<file path="src/rtl/peg_l2_rs_rmii_rx_pkt_if.sv">
// Packet word stream from the RMII receive block to the MAC RX.
// The master drives the word and its framing flags; the slave returns pkt_ready.
interface peg_l2_rs_rmii_rx_pkt_if #(
  parameter int PKT_DATA_W = 8
) ();
  localparam int BYTES_W = $clog2(PKT_DATA_W/8) + 1;

  logic                  pkt_valid;
  logic                  pkt_sop;
  logic                  pkt_eop;
  logic [PKT_DATA_W-1:0] pkt_data;
  logic [BYTES_W-1:0]    pkt_bytes;
  logic                  pkt_error;
  logic                  pkt_ready;

  modport master (
    output pkt_valid, pkt_sop, pkt_eop, pkt_data, pkt_bytes, pkt_error,
    input  pkt_ready
  );

  modport slave (
    input  pkt_valid, pkt_sop, pkt_eop, pkt_data, pkt_bytes, pkt_error,
    output pkt_ready
  );
endinterface

</file>
<file path="src/rtl/peg_l2_rs_rmii_rx_pkt.sv">
// RMII receive reconciliation: samples dibits at 10/100 Mbps, strips preamble/SFD,
// packs frame bytes into words with SOP/EOP/error and buffers them in a show-ahead FIFO.
module peg_l2_rs_rmii_rx_pkt #(
  parameter int PKT_DATA_W = 8,
  parameter int FIFO_DEPTH = 16,
  parameter int CNTR_W     = 16
) (
  input  logic                  rmii_ref_clk,
  input  logic                  rst,
  input  logic                  config_rs_mii_speed_100_n_10,
  input  logic                  rmii_crs_dv,
  input  logic [1:0]            rmii_rxd,
  input  logic                  rmii_rx_er,
  peg_l2_rs_rmii_rx_pkt_if.master pkt,
  output logic [CNTR_W-1:0]     stat_frm_cnt,
  output logic [CNTR_W-1:0]     stat_err_cnt,
  output logic [CNTR_W-1:0]     stat_drop_cnt
);

  localparam int NB = PKT_DATA_W / 8;
  localparam int BW = $clog2(NB) + 1;
  localparam int AW = $clog2(FIFO_DEPTH);

  typedef enum logic [1:0] {S_IDLE, S_PRE, S_DATA, S_DROP} state_e;

  typedef struct packed {
    logic                  sop;
    logic                  eop;
    logic                  err;
    logic [BW-1:0]         bytes;
    logic [PKT_DATA_W-1:0] data;
  } ent_t;

  function automatic logic [CNTR_W-1:0] sat_add(input logic [CNTR_W-1:0] c,
                                                input logic [1:0]        inc);
    logic [CNTR_W:0] s;
    s = {1'b0, c} + (CNTR_W+1)'(inc);
    return s[CNTR_W] ? '1 : s[CNTR_W-1:0];
  endfunction

  // Sample strobe
  logic       crs_prev_q;
  logic [3:0] dec_q, dec_d, dec_cur;
  logic       stb;

  always_comb begin
    dec_cur = (rmii_crs_dv && !crs_prev_q) ? 4'd0 : dec_q;
    dec_d   = (dec_cur == 4'd9) ? 4'd0 : dec_cur + 4'd1;
    stb     = config_rs_mii_speed_100_n_10 ? 1'b1 : (dec_cur == 4'd9);
  end

  always_ff @(posedge rmii_ref_clk) begin
    if (rst) begin
      crs_prev_q <= 1'b0;
      dec_q      <= '0;
    end else begin
      crs_prev_q <= rmii_crs_dv;
      dec_q      <= dec_d;
    end
  end

  // FIFO state and push arbitration
  ent_t          mem_q [FIFO_DEPTH];
  logic [AW-1:0] wr_ptr_q, rd_ptr_q;
  logic [AW:0]   count_q;
  ent_t          head, wr_ent, hold_ent;
  logic          empty, full, pop, space, wr_en, ovf;

  logic          push_q;
  ent_t          push_ent_q;
  logic          hold_vld_q;

  always_comb begin
    hold_ent       = '0;
    hold_ent.eop   = 1'b1;
    hold_ent.err   = 1'b1;
    head   = mem_q[rd_ptr_q];
    empty  = (count_q == '0);
    full   = (count_q == (AW+1)'(FIFO_DEPTH));
    pop    = !empty && pkt.pkt_ready;
    space  = !full || pop;
    wr_en  = (push_q || hold_vld_q) && space;
    wr_ent = hold_vld_q ? hold_ent : push_ent_q;
    ovf    = push_q && !space;
  end

  always_ff @(posedge rmii_ref_clk) begin
    if (wr_en) mem_q[wr_ptr_q] <= wr_ent;
  end

  always_ff @(posedge rmii_ref_clk) begin
    if (rst) begin
      wr_ptr_q <= '0;
      rd_ptr_q <= '0;
      count_q  <= '0;
    end else begin
      if (wr_en) wr_ptr_q <= wr_ptr_q + AW'(1);
      if (pop)   rd_ptr_q <= rd_ptr_q + AW'(1);
      case ({wr_en, pop})
        2'b10:   count_q <= count_q + (AW+1)'(1);
        2'b01:   count_q <= count_q - (AW+1)'(1);
        default: count_q <= count_q;
      endcase
    end
  end

  // Receive FSM and byte/word assembly
  state_e                state_q;
  logic [7:0]            sr_q;
  logic [1:0]            dib_q;
  logic [PKT_DATA_W-1:0] word_q;
  logic [BW-1:0]         bcnt_q;
  logic                  first_q, err_q;
  logic                  drop_pls_q, zb_pls_q;
  logic [7:0]            nbyte;

  assign nbyte = {rmii_rxd, sr_q[7:2]};

  always_ff @(posedge rmii_ref_clk) begin
    if (rst) begin
      state_q    <= S_IDLE;
      dib_q      <= '0;
      bcnt_q     <= '0;
      first_q    <= 1'b0;
      err_q      <= 1'b0;
      push_q     <= 1'b0;
      hold_vld_q <= 1'b0;
      drop_pls_q <= 1'b0;
      zb_pls_q   <= 1'b0;
    end else begin
      push_q     <= 1'b0;
      drop_pls_q <= 1'b0;
      zb_pls_q   <= 1'b0;
      if (hold_vld_q && space) hold_vld_q <= 1'b0;

      if (stb) begin
        unique case (state_q)
          S_IDLE: begin
            if (rmii_crs_dv && rmii_rxd == 2'b01) state_q <= S_PRE;
          end
          S_PRE: begin
            if (!rmii_crs_dv) begin
              state_q <= S_IDLE;
            end else if (rmii_rxd == 2'b11) begin
              // A truncated frame's eop still waiting means this frame cannot be accepted.
              if (hold_vld_q) begin
                state_q    <= S_DROP;
                drop_pls_q <= 1'b1;
              end else begin
                state_q <= S_DATA;
                dib_q   <= '0;
                bcnt_q  <= '0;
                first_q <= 1'b1;
                err_q   <= 1'b0;
              end
            end else if (rmii_rxd != 2'b01) begin
              state_q <= S_IDLE;
            end
          end
          S_DATA: begin
            if (!rmii_crs_dv) begin
              state_q <= S_IDLE;
              if (bcnt_q != '0) begin
                push_q           <= 1'b1;
                push_ent_q.sop   <= first_q;
                push_ent_q.eop   <= 1'b1;
                push_ent_q.err   <= err_q || (dib_q != 2'd0);
                push_ent_q.bytes <= bcnt_q;
                push_ent_q.data  <= word_q;
              end else begin
                zb_pls_q <= 1'b1;
              end
            end else begin
              if (rmii_rx_er) err_q <= 1'b1;
              sr_q  <= nbyte;
              dib_q <= dib_q + 2'd1;
              if (dib_q == 2'd3) begin
                // A full word is held back until the next byte proves it is not the last.
                if (bcnt_q == BW'(NB)) begin
                  push_q           <= 1'b1;
                  push_ent_q.sop   <= first_q;
                  push_ent_q.eop   <= 1'b0;
                  push_ent_q.err   <= 1'b0;
                  push_ent_q.bytes <= BW'(NB);
                  push_ent_q.data  <= word_q;
                  first_q          <= 1'b0;
                  word_q           <= PKT_DATA_W'(nbyte);
                  bcnt_q           <= BW'(1);
                end else begin
                  for (int i = 0; i < NB; i++) begin
                    if (bcnt_q == BW'(i)) word_q[i*8 +: 8] <= nbyte;
                  end
                  bcnt_q <= bcnt_q + BW'(1);
                end
              end
            end
          end
          S_DROP: begin
            if (!rmii_crs_dv) state_q <= S_IDLE;
          end
          default: state_q <= S_IDLE;
        endcase
      end

      if (ovf) begin
        hold_vld_q <= 1'b1;
        drop_pls_q <= 1'b1;
        if (!push_ent_q.eop) begin
          push_q  <= 1'b0;
          state_q <= (stb && !rmii_crs_dv) ? S_IDLE : S_DROP;
        end
      end
    end
  end

  // Statistics, counted as eop words leave the FIFO
  logic       frm_inc;
  logic [1:0] err_inc;

  always_comb begin
    frm_inc = pop && head.eop && !head.err;
    err_inc = {1'b0, pop && head.eop && head.err} + {1'b0, zb_pls_q};
  end

  always_ff @(posedge rmii_ref_clk) begin
    if (rst) begin
      stat_frm_cnt  <= '0;
      stat_err_cnt  <= '0;
      stat_drop_cnt <= '0;
    end else begin
      stat_frm_cnt  <= sat_add(stat_frm_cnt, {1'b0, frm_inc});
      stat_err_cnt  <= sat_add(stat_err_cnt, err_inc);
      stat_drop_cnt <= sat_add(stat_drop_cnt, {1'b0, drop_pls_q});
    end
  end

  assign pkt.pkt_valid = !empty;
  assign pkt.pkt_sop   = !empty && head.sop;
  assign pkt.pkt_eop   = !empty && head.eop;
  assign pkt.pkt_error = !empty && head.err;
  assign pkt.pkt_bytes = empty ? '0 : head.bytes;
  assign pkt.pkt_data  = empty ? '0 : head.data;

endmodule

</file>
<file path="src/flat_wrapper.sv">
// flat-port wrapper written by rule: the top's interface ports become plain ports
module peg_l2_rs_rmii_rx_pkt_flat 
#(
  parameter int PKT_DATA_W = 8,
  parameter int FIFO_DEPTH = 16,
  parameter int CNTR_W     = 16
)
  (rmii_ref_clk, rst, config_rs_mii_speed_100_n_10, rmii_crs_dv, rmii_rxd, rmii_rx_er, stat_frm_cnt, stat_err_cnt, stat_drop_cnt, pkt_pkt_valid, pkt_pkt_sop, pkt_pkt_eop, pkt_pkt_data, pkt_pkt_bytes, pkt_pkt_error, pkt_pkt_ready);
  peg_l2_rs_rmii_rx_pkt_if #(.PKT_DATA_W(PKT_DATA_W)) pkt_i ();
  input  logic rmii_ref_clk;
  input  logic rst;
  input  logic config_rs_mii_speed_100_n_10;
  input  logic rmii_crs_dv;
  input  logic [1:0] rmii_rxd;
  input  logic rmii_rx_er;
  output logic [CNTR_W-1:0] stat_frm_cnt;
  output logic [CNTR_W-1:0] stat_err_cnt;
  output logic [CNTR_W-1:0] stat_drop_cnt;
  output wire logic [$bits(pkt_i.pkt_valid)-1:0] pkt_pkt_valid;
  output wire logic [$bits(pkt_i.pkt_sop)-1:0] pkt_pkt_sop;
  output wire logic [$bits(pkt_i.pkt_eop)-1:0] pkt_pkt_eop;
  output wire logic [$bits(pkt_i.pkt_data)-1:0] pkt_pkt_data;
  output wire logic [$bits(pkt_i.pkt_bytes)-1:0] pkt_pkt_bytes;
  output wire logic [$bits(pkt_i.pkt_error)-1:0] pkt_pkt_error;
  input wire logic [$bits(pkt_i.pkt_ready)-1:0] pkt_pkt_ready;
  assign pkt_pkt_valid = pkt_i.pkt_valid;
  assign pkt_pkt_sop = pkt_i.pkt_sop;
  assign pkt_pkt_eop = pkt_i.pkt_eop;
  assign pkt_pkt_data = pkt_i.pkt_data;
  assign pkt_pkt_bytes = pkt_i.pkt_bytes;
  assign pkt_pkt_error = pkt_i.pkt_error;
  assign pkt_i.pkt_ready = pkt_pkt_ready;
  peg_l2_rs_rmii_rx_pkt #(.PKT_DATA_W(PKT_DATA_W), .FIFO_DEPTH(FIFO_DEPTH), .CNTR_W(CNTR_W)) u_core (.rmii_ref_clk(rmii_ref_clk), .rst(rst), .config_rs_mii_speed_100_n_10(config_rs_mii_speed_100_n_10), .rmii_crs_dv(rmii_crs_dv), .rmii_rxd(rmii_rxd), .rmii_rx_er(rmii_rx_er), .pkt(pkt_i), .stat_frm_cnt(stat_frm_cnt), .stat_err_cnt(stat_err_cnt), .stat_drop_cnt(stat_drop_cnt));
endmodule
</file>
<file path="config.mk">
export PLATFORM = sky130hd
export DESIGN_NAME = peg_l2_rs_rmii_rx_pkt_flat
export DESIGN_NICKNAME = d
export VERILOG_FILES = /design/src/rtl/peg_l2_rs_rmii_rx_pkt_if.sv /design/src/rtl/peg_l2_rs_rmii_rx_pkt.sv /design/src/flat_wrapper.sv
export SDC_FILE = /design/constraint.sdc
export NUM_CORES = 1
export LEC_CHECK = 0
export CAP_MARGIN = 0
export CORE_MARGIN = 2
export CORE_UTILIZATION = 54
export CTS_CLUSTER_DIAMETER = 100
export DETAILED_ROUTE_END_ITERATION = 7
export MAX_ROUTING_LAYER = met4
export PLACE_DENSITY = 0.82
export SETUP_SLACK_MARGIN = 0.15
export SLEW_MARGIN = 20
export SYNTH_ARGS = -nofsm -noshare
export SYNTH_HDL_FRONTEND = slang
export SYNTH_SLANG_ARGS = --single-unit
</file>
<file path="constraint.sdc">
create_clock -name rmii_ref_clk -period 3.1 [get_ports rmii_ref_clk]
set_input_delay 0.93 -clock rmii_ref_clk [delete_from_list [all_inputs] [get_ports rmii_ref_clk]]
set_output_delay 0.93 -clock rmii_ref_clk [all_outputs]
set_load 0.05 [all_outputs]
</file>
# Word-level counts from Yosys, hierarchy flattened
# Memory sizes are Yosys's and may differ from the RTL's. A register that Yosys moved wholly into a read port is not among the register bits.
# Index checks and enable logic that the tools add are counted.
[classes] addsub=11 eq_ne=20 mux=66 bitwise_logic=3 reduce_logical=39
[op_table] operator="$mux W12" count=5
[op_table] operator="$mux W16" count=3
[op_table] operator="$mux W1" count=35
[op_table] operator="$add A16 B1 Y17" count=2
[op_table] operator="$mux W2" count=13
[op_table] operator="$add A16 B2 Y17" count=1
[op_table] operator="$reduce_and A7 Y1" count=2
[op_table] operator="$logic_and A1 B1 Y1" count=13
[op_table] operator="$add A4 B1 Y4 const B" count=3
[op_table] operator="$mux W4" count=3
[op_table] operator="$ne A2 B1 Y1 const B" count=6
[op_table] operator="$reduce_and A6 Y1" count=2
[op_table] operator="$eq A2 B2 Y1 const B" count=5
[op_table] operator="$pmux W5 S2" count=1
[op_table] operator="$reduce_bool A2 Y1" count=5
[op_table] operator="$mux W8" count=1
[op_table] operator="$ne A2 B2 Y1 const B" count=4
[op_table] operator="$reduce_and A8 Y1" count=1
[op_table] operator="$eq A2 B1 Y1 const B" count=3
[op_table] operator="$logic_not A1 Y1" count=6
[op_table] operator="$pmux W1 S2" count=3
[op_table] operator="$pmux W2 S3" count=1
[op_table] operator="$add A5 B1 Y5 const B" count=1
[op_table] operator="$eq A5 B5 Y1 const B" count=1
[op_table] operator="other kinds (14)" count=19
[word_totals] reg_bits=105 ram_bits=192 out_inout_bits=61 word_cells=164 memories=1
[memory_table] name="u_core.mem_q" words=16 width=12 rd=1 rd_ports_with_merged_regs=1 wr=1 line="peg_l2_rs_rmii_rx_pkt.sv:63" source="ent_t mem_q [FIFO_DEPTH];"

# Logic depth before layout (Yosys ltp)
[logic_depth] depth_word=9 ltp_mapped=14

# Least setup slack after synthesis
# OpenSTA, ideal clock, no wires.
[synth_path] path_type="reg2reg" from="reg (tool-made name)" to="reg u_core.stat_frm_cnt[14]" setup_ns=0.116 arrival_time_ns=3.320 setup_slack_ns=-0.337 path_stages_with_launch=12 synth_period_minus_slack_ns=3.437 cell_sequence="dfxtp_1 buf_2 mux4_2 mux4_2 nor3b_1 ha_1 ha_1 and4_1 buf_2 nand4_1 or4b_2 o211a_1"
[synth_lines] element="to (signal assigned)" line="peg_l2_rs_rmii_rx_pkt.sv:231" source="stat_frm_cnt <= sat_add(stat_frm_cnt, {1'b0, frm_inc});"
[synth_lines] element="to (decl)" line="peg_l2_rs_rmii_rx_pkt.sv:15" source="output logic [CNTR_W-1:0] stat_frm_cnt,"

==> flow_summary.toml <==
[detailed_routing]
drtPass1Iterations = 5
wl_met3_mm = 1.524
drt_iter0_markers = 485
num_vias = 7233
met2_length_mm = 14.10
viasPerCell = 5.871
wl_met1_mm = 10.74
wl_mm = 26.92
topRoutingLayerUsed = "met4"
ant_nets = 0
drc = 0
wl_per_cell_um = 21.85

[sta]
fmax_mhz = 300.4
slew_headroom = 0.2546
finalHoldViolCount = 0
fin_crit_sh = 1.074
final-setup-viol-count = 41
whs_ns = 0.4171
setup_ws_ns = -0.2287
rsz0062_at_grt = "true"
worst_slew_pin_slew_ns = 1.116
period_needed_ns = 3.329
finalClockSkew_ns = 0.009661
drv_slew = 0

[cts]
clk-insertion-delay-late_ns = 0.54
cts-root-buf = "clkbuf_16"
cts_num_sinks = 298
clk_pin_slew_ns = 0.06
cts_hold_buffers = 0
cts_buffers = 29
cts_tree = "yes"
clockBufferDepth = 3
htree_levels = 1

[synthesis]
ys_seq_elements = 298
yosys.area.top_type = "edfxtp_1"
synth.top_cells.by_count = "217 x edfxtp_1, 81 x dfxtp_1, 50 x mux4_2, 43 x nor2_1, 37 x a21oi_1"
synth.distinct_cells = 61
synth_ff_type = "edfxtp_1"
synth.area.top_cells = "edfxtp_1 54%, dfxtp_1 13%, mux4_2 9.4%"
ys_async_sr_fraction = 0
ys_seq_area_frac = 0.6760
synth_area_um2 = 12040
avgSynthCellArea_um2 = 15.45
yosysWarnings = 0
yosysMostFrequentCell = "edfxtp_1"
synth-edff-count = 217
netlist_instances = 779
netlist.area_leader.share = 0.5413
synth_nets = 807

[global_route]
grt_overflow = 0
grt_pass1_vias = 7436
grt_pass1_wl_mm = 40.71
grt_usage = 0.2286
antenna_found_initial = 1
grt_max_degree = 38

[final_layout]
fill_cells = 1356
nNetsFinal = 956
syn2layout_area_growth_pct = 25.36
final_core_util = 0.6915
final_cell_area_um2 = 15090
drive_gt1_frac = 0.3007

[outcome]
violations = "negative setup slack"
outcome = "finished, violations left"

[min_path]
hp-class = "reg2reg"
hp-start = "u_core.word_q[7]"
holdPathStages = 0

[worst_setup_path]
slowest_delay_ns = 0.56
reg2reg_setup_slack_ns = -0.16
path_buf_inv = 1
worstRegToRegCells = 10
path_max_fanout = 8
path_cells = "mux4_2 > mux4_2 > and2_4 > buf_6"
crit_path_end_kind = "output port"
cp.required_ns = 2.17
path_common_cell = "mux4_2"
setup.worst_path.class = "reg2out"
critPathTopFamily = "multiplexers"
start_kind = "flop"
crit_slowest_cell = "mux4_2"
cp.arrival_ns = 2.40
cp_num_cells = 4

[floorplanning]
pin_count = 69
coreArea_um2 = 21820
row_count = 54
fp.dieW_um = 153.3
initial_core_util = 0.5516
dieArea_um2 = 23500
die_h_um = 153.3

[power_and_ir_drop]
p_per_area_nw_per_um2 = 508.7
peakVddDrop_uv = 400.7
power_leakage_uw = 0.004942
total_power_uw = 7676

[flow_run]
cap_violations = 0

[placed_design]
hpwlAfterDp_mm = 16.13
place.gp.congestion = 0.8199
io_buffers = 68
pre_cts_ws_ns = -0.4688
dpl_cell_area_um2 = 13610
==> what timing repair did <==
action | in CTS | in global routing
gates cloned | 3 | 2
resized for setup | 33 | 56
pin swaps | 6 | 20
setup endpoints to repair | 44 | 46
setup buffers | 7 | 9
==> layer usage <==
metal  global-route usage  vias up
met3              0.03657       57
met1               0.2864     3621
met5                    -        -
met4              0.04541        0
li1                     -     3289
met2               0.3984      266
==> cell type report <==
cell class,instances,area [µm²],share of cell area
sequential,298,8148,0.5399
multi-input combinational,418,4031,0.2671
timing repair buffer,154,1544,0.1023
clock buffer,36,752.0,0.04983
tap,280,350.3,0.02322
clock inverter,18,161.4,0.01070
inverter,27,101.3,0.006716
antenna,1,2.502,0.0001658
==> registers in the layout (all words and copies together), names as in the netlist, 2 cells and up, named ones only <==
signal,count
u_core.stat_frm_cnt,16
u_core.sr_q,6
u_core.count_q,5
u_core.dec_q,4
u_core.stat_drop_cnt,16
u_core.dib_q,2
u_core.push_ent_q,11
u_core.wr_ptr_q,4
u_core.mem_q,192
u_core.state_q,2
u_core.stat_err_cnt,16
u_core.word_q,8
u_core.rd_ptr_q,4
==> through the flow <==
stage	std cells	TNS, ns
final	1232	-3.542
after global routing	1232	-8.114
after CTS	1220	-3.201
after detailed placement	1156	-10.88
after global placement	1156	-8.602
after floorplan	779	-0.4625
==> cell families (layout without fill, tap and decap cells) <==
logic type | count (synthesis) | after routing | share of synthesized area
other cells | 0 | 1 | 0
simple gates | 184 | 186 | 0.08461
buf+inv | 65 | 235 | 0.02224
compound gates | 100 | 100 | 0.05363
flops | 298 | 298 | 0.6760
mux | 76 | 76 | 0.1153
fa+ha+maj | 20 | 20 | 0.02204
xor+xnor | 36 | 36 | 0.02619
==> where the power goes <==
group	switching (µW)	internal, µW	total (µW)
Clock	1430	1960	3390
Combinational	38.1	20.2	58.2
Sequential	3.25	4220	4220
==> final timing paths <==
kind | end
hold reg to reg | u_core.push_ent_q[7]
hold / removal | u_core.push_ent_q[7]
setup / recovery | pkt_pkt_error
setup reg to reg | u_core.stat_frm_cnt[14]
==> worst register-to-register path, delay by kind of cell (launching register included) <==
| kind | cells | cell delay, ns |
|---|---|---|
| muxes | 2 | 1.09 |
| and+or+nand+nor | 4 | 0.98 |
| DFF | 1 | 0.42 |
| buffers and inverters | 1 | 0.16 |
| adders and majority gates | 2 | 0.36 |
| AOI/OAI and AO/OA | 1 | 0.14 |
==> placed cells by master (no fill, tap or decap), types with 5 or more instances in the layout <==
cell type	n
edfxtp_1	217
dfxtp_1	77
buf_4	66
clkdlybuf4s50_1	53
mux4_2	50
nor2_1	42
clkbuf_16	31
inv_1	25
a21oi_2	25
nand2_1	24
xor2_1	22
a21oi_1	22
buf_6	18
mux2i_1	16
nand4_1	14
xnor2_1	14
nand3_1	12
ha_1	12
nor2b_1	10
buf_12	10
a31oi_1	9
o22ai_2	8
and3_1	8
nor3_1	8
clkinv_2	8
nand2b_1	7
mux2i_2	7
clkbuf_1	7
or2_2	6
clkinv_1	6
and4_1	5
ha_4	5
(Power assumes the default switching activity.)
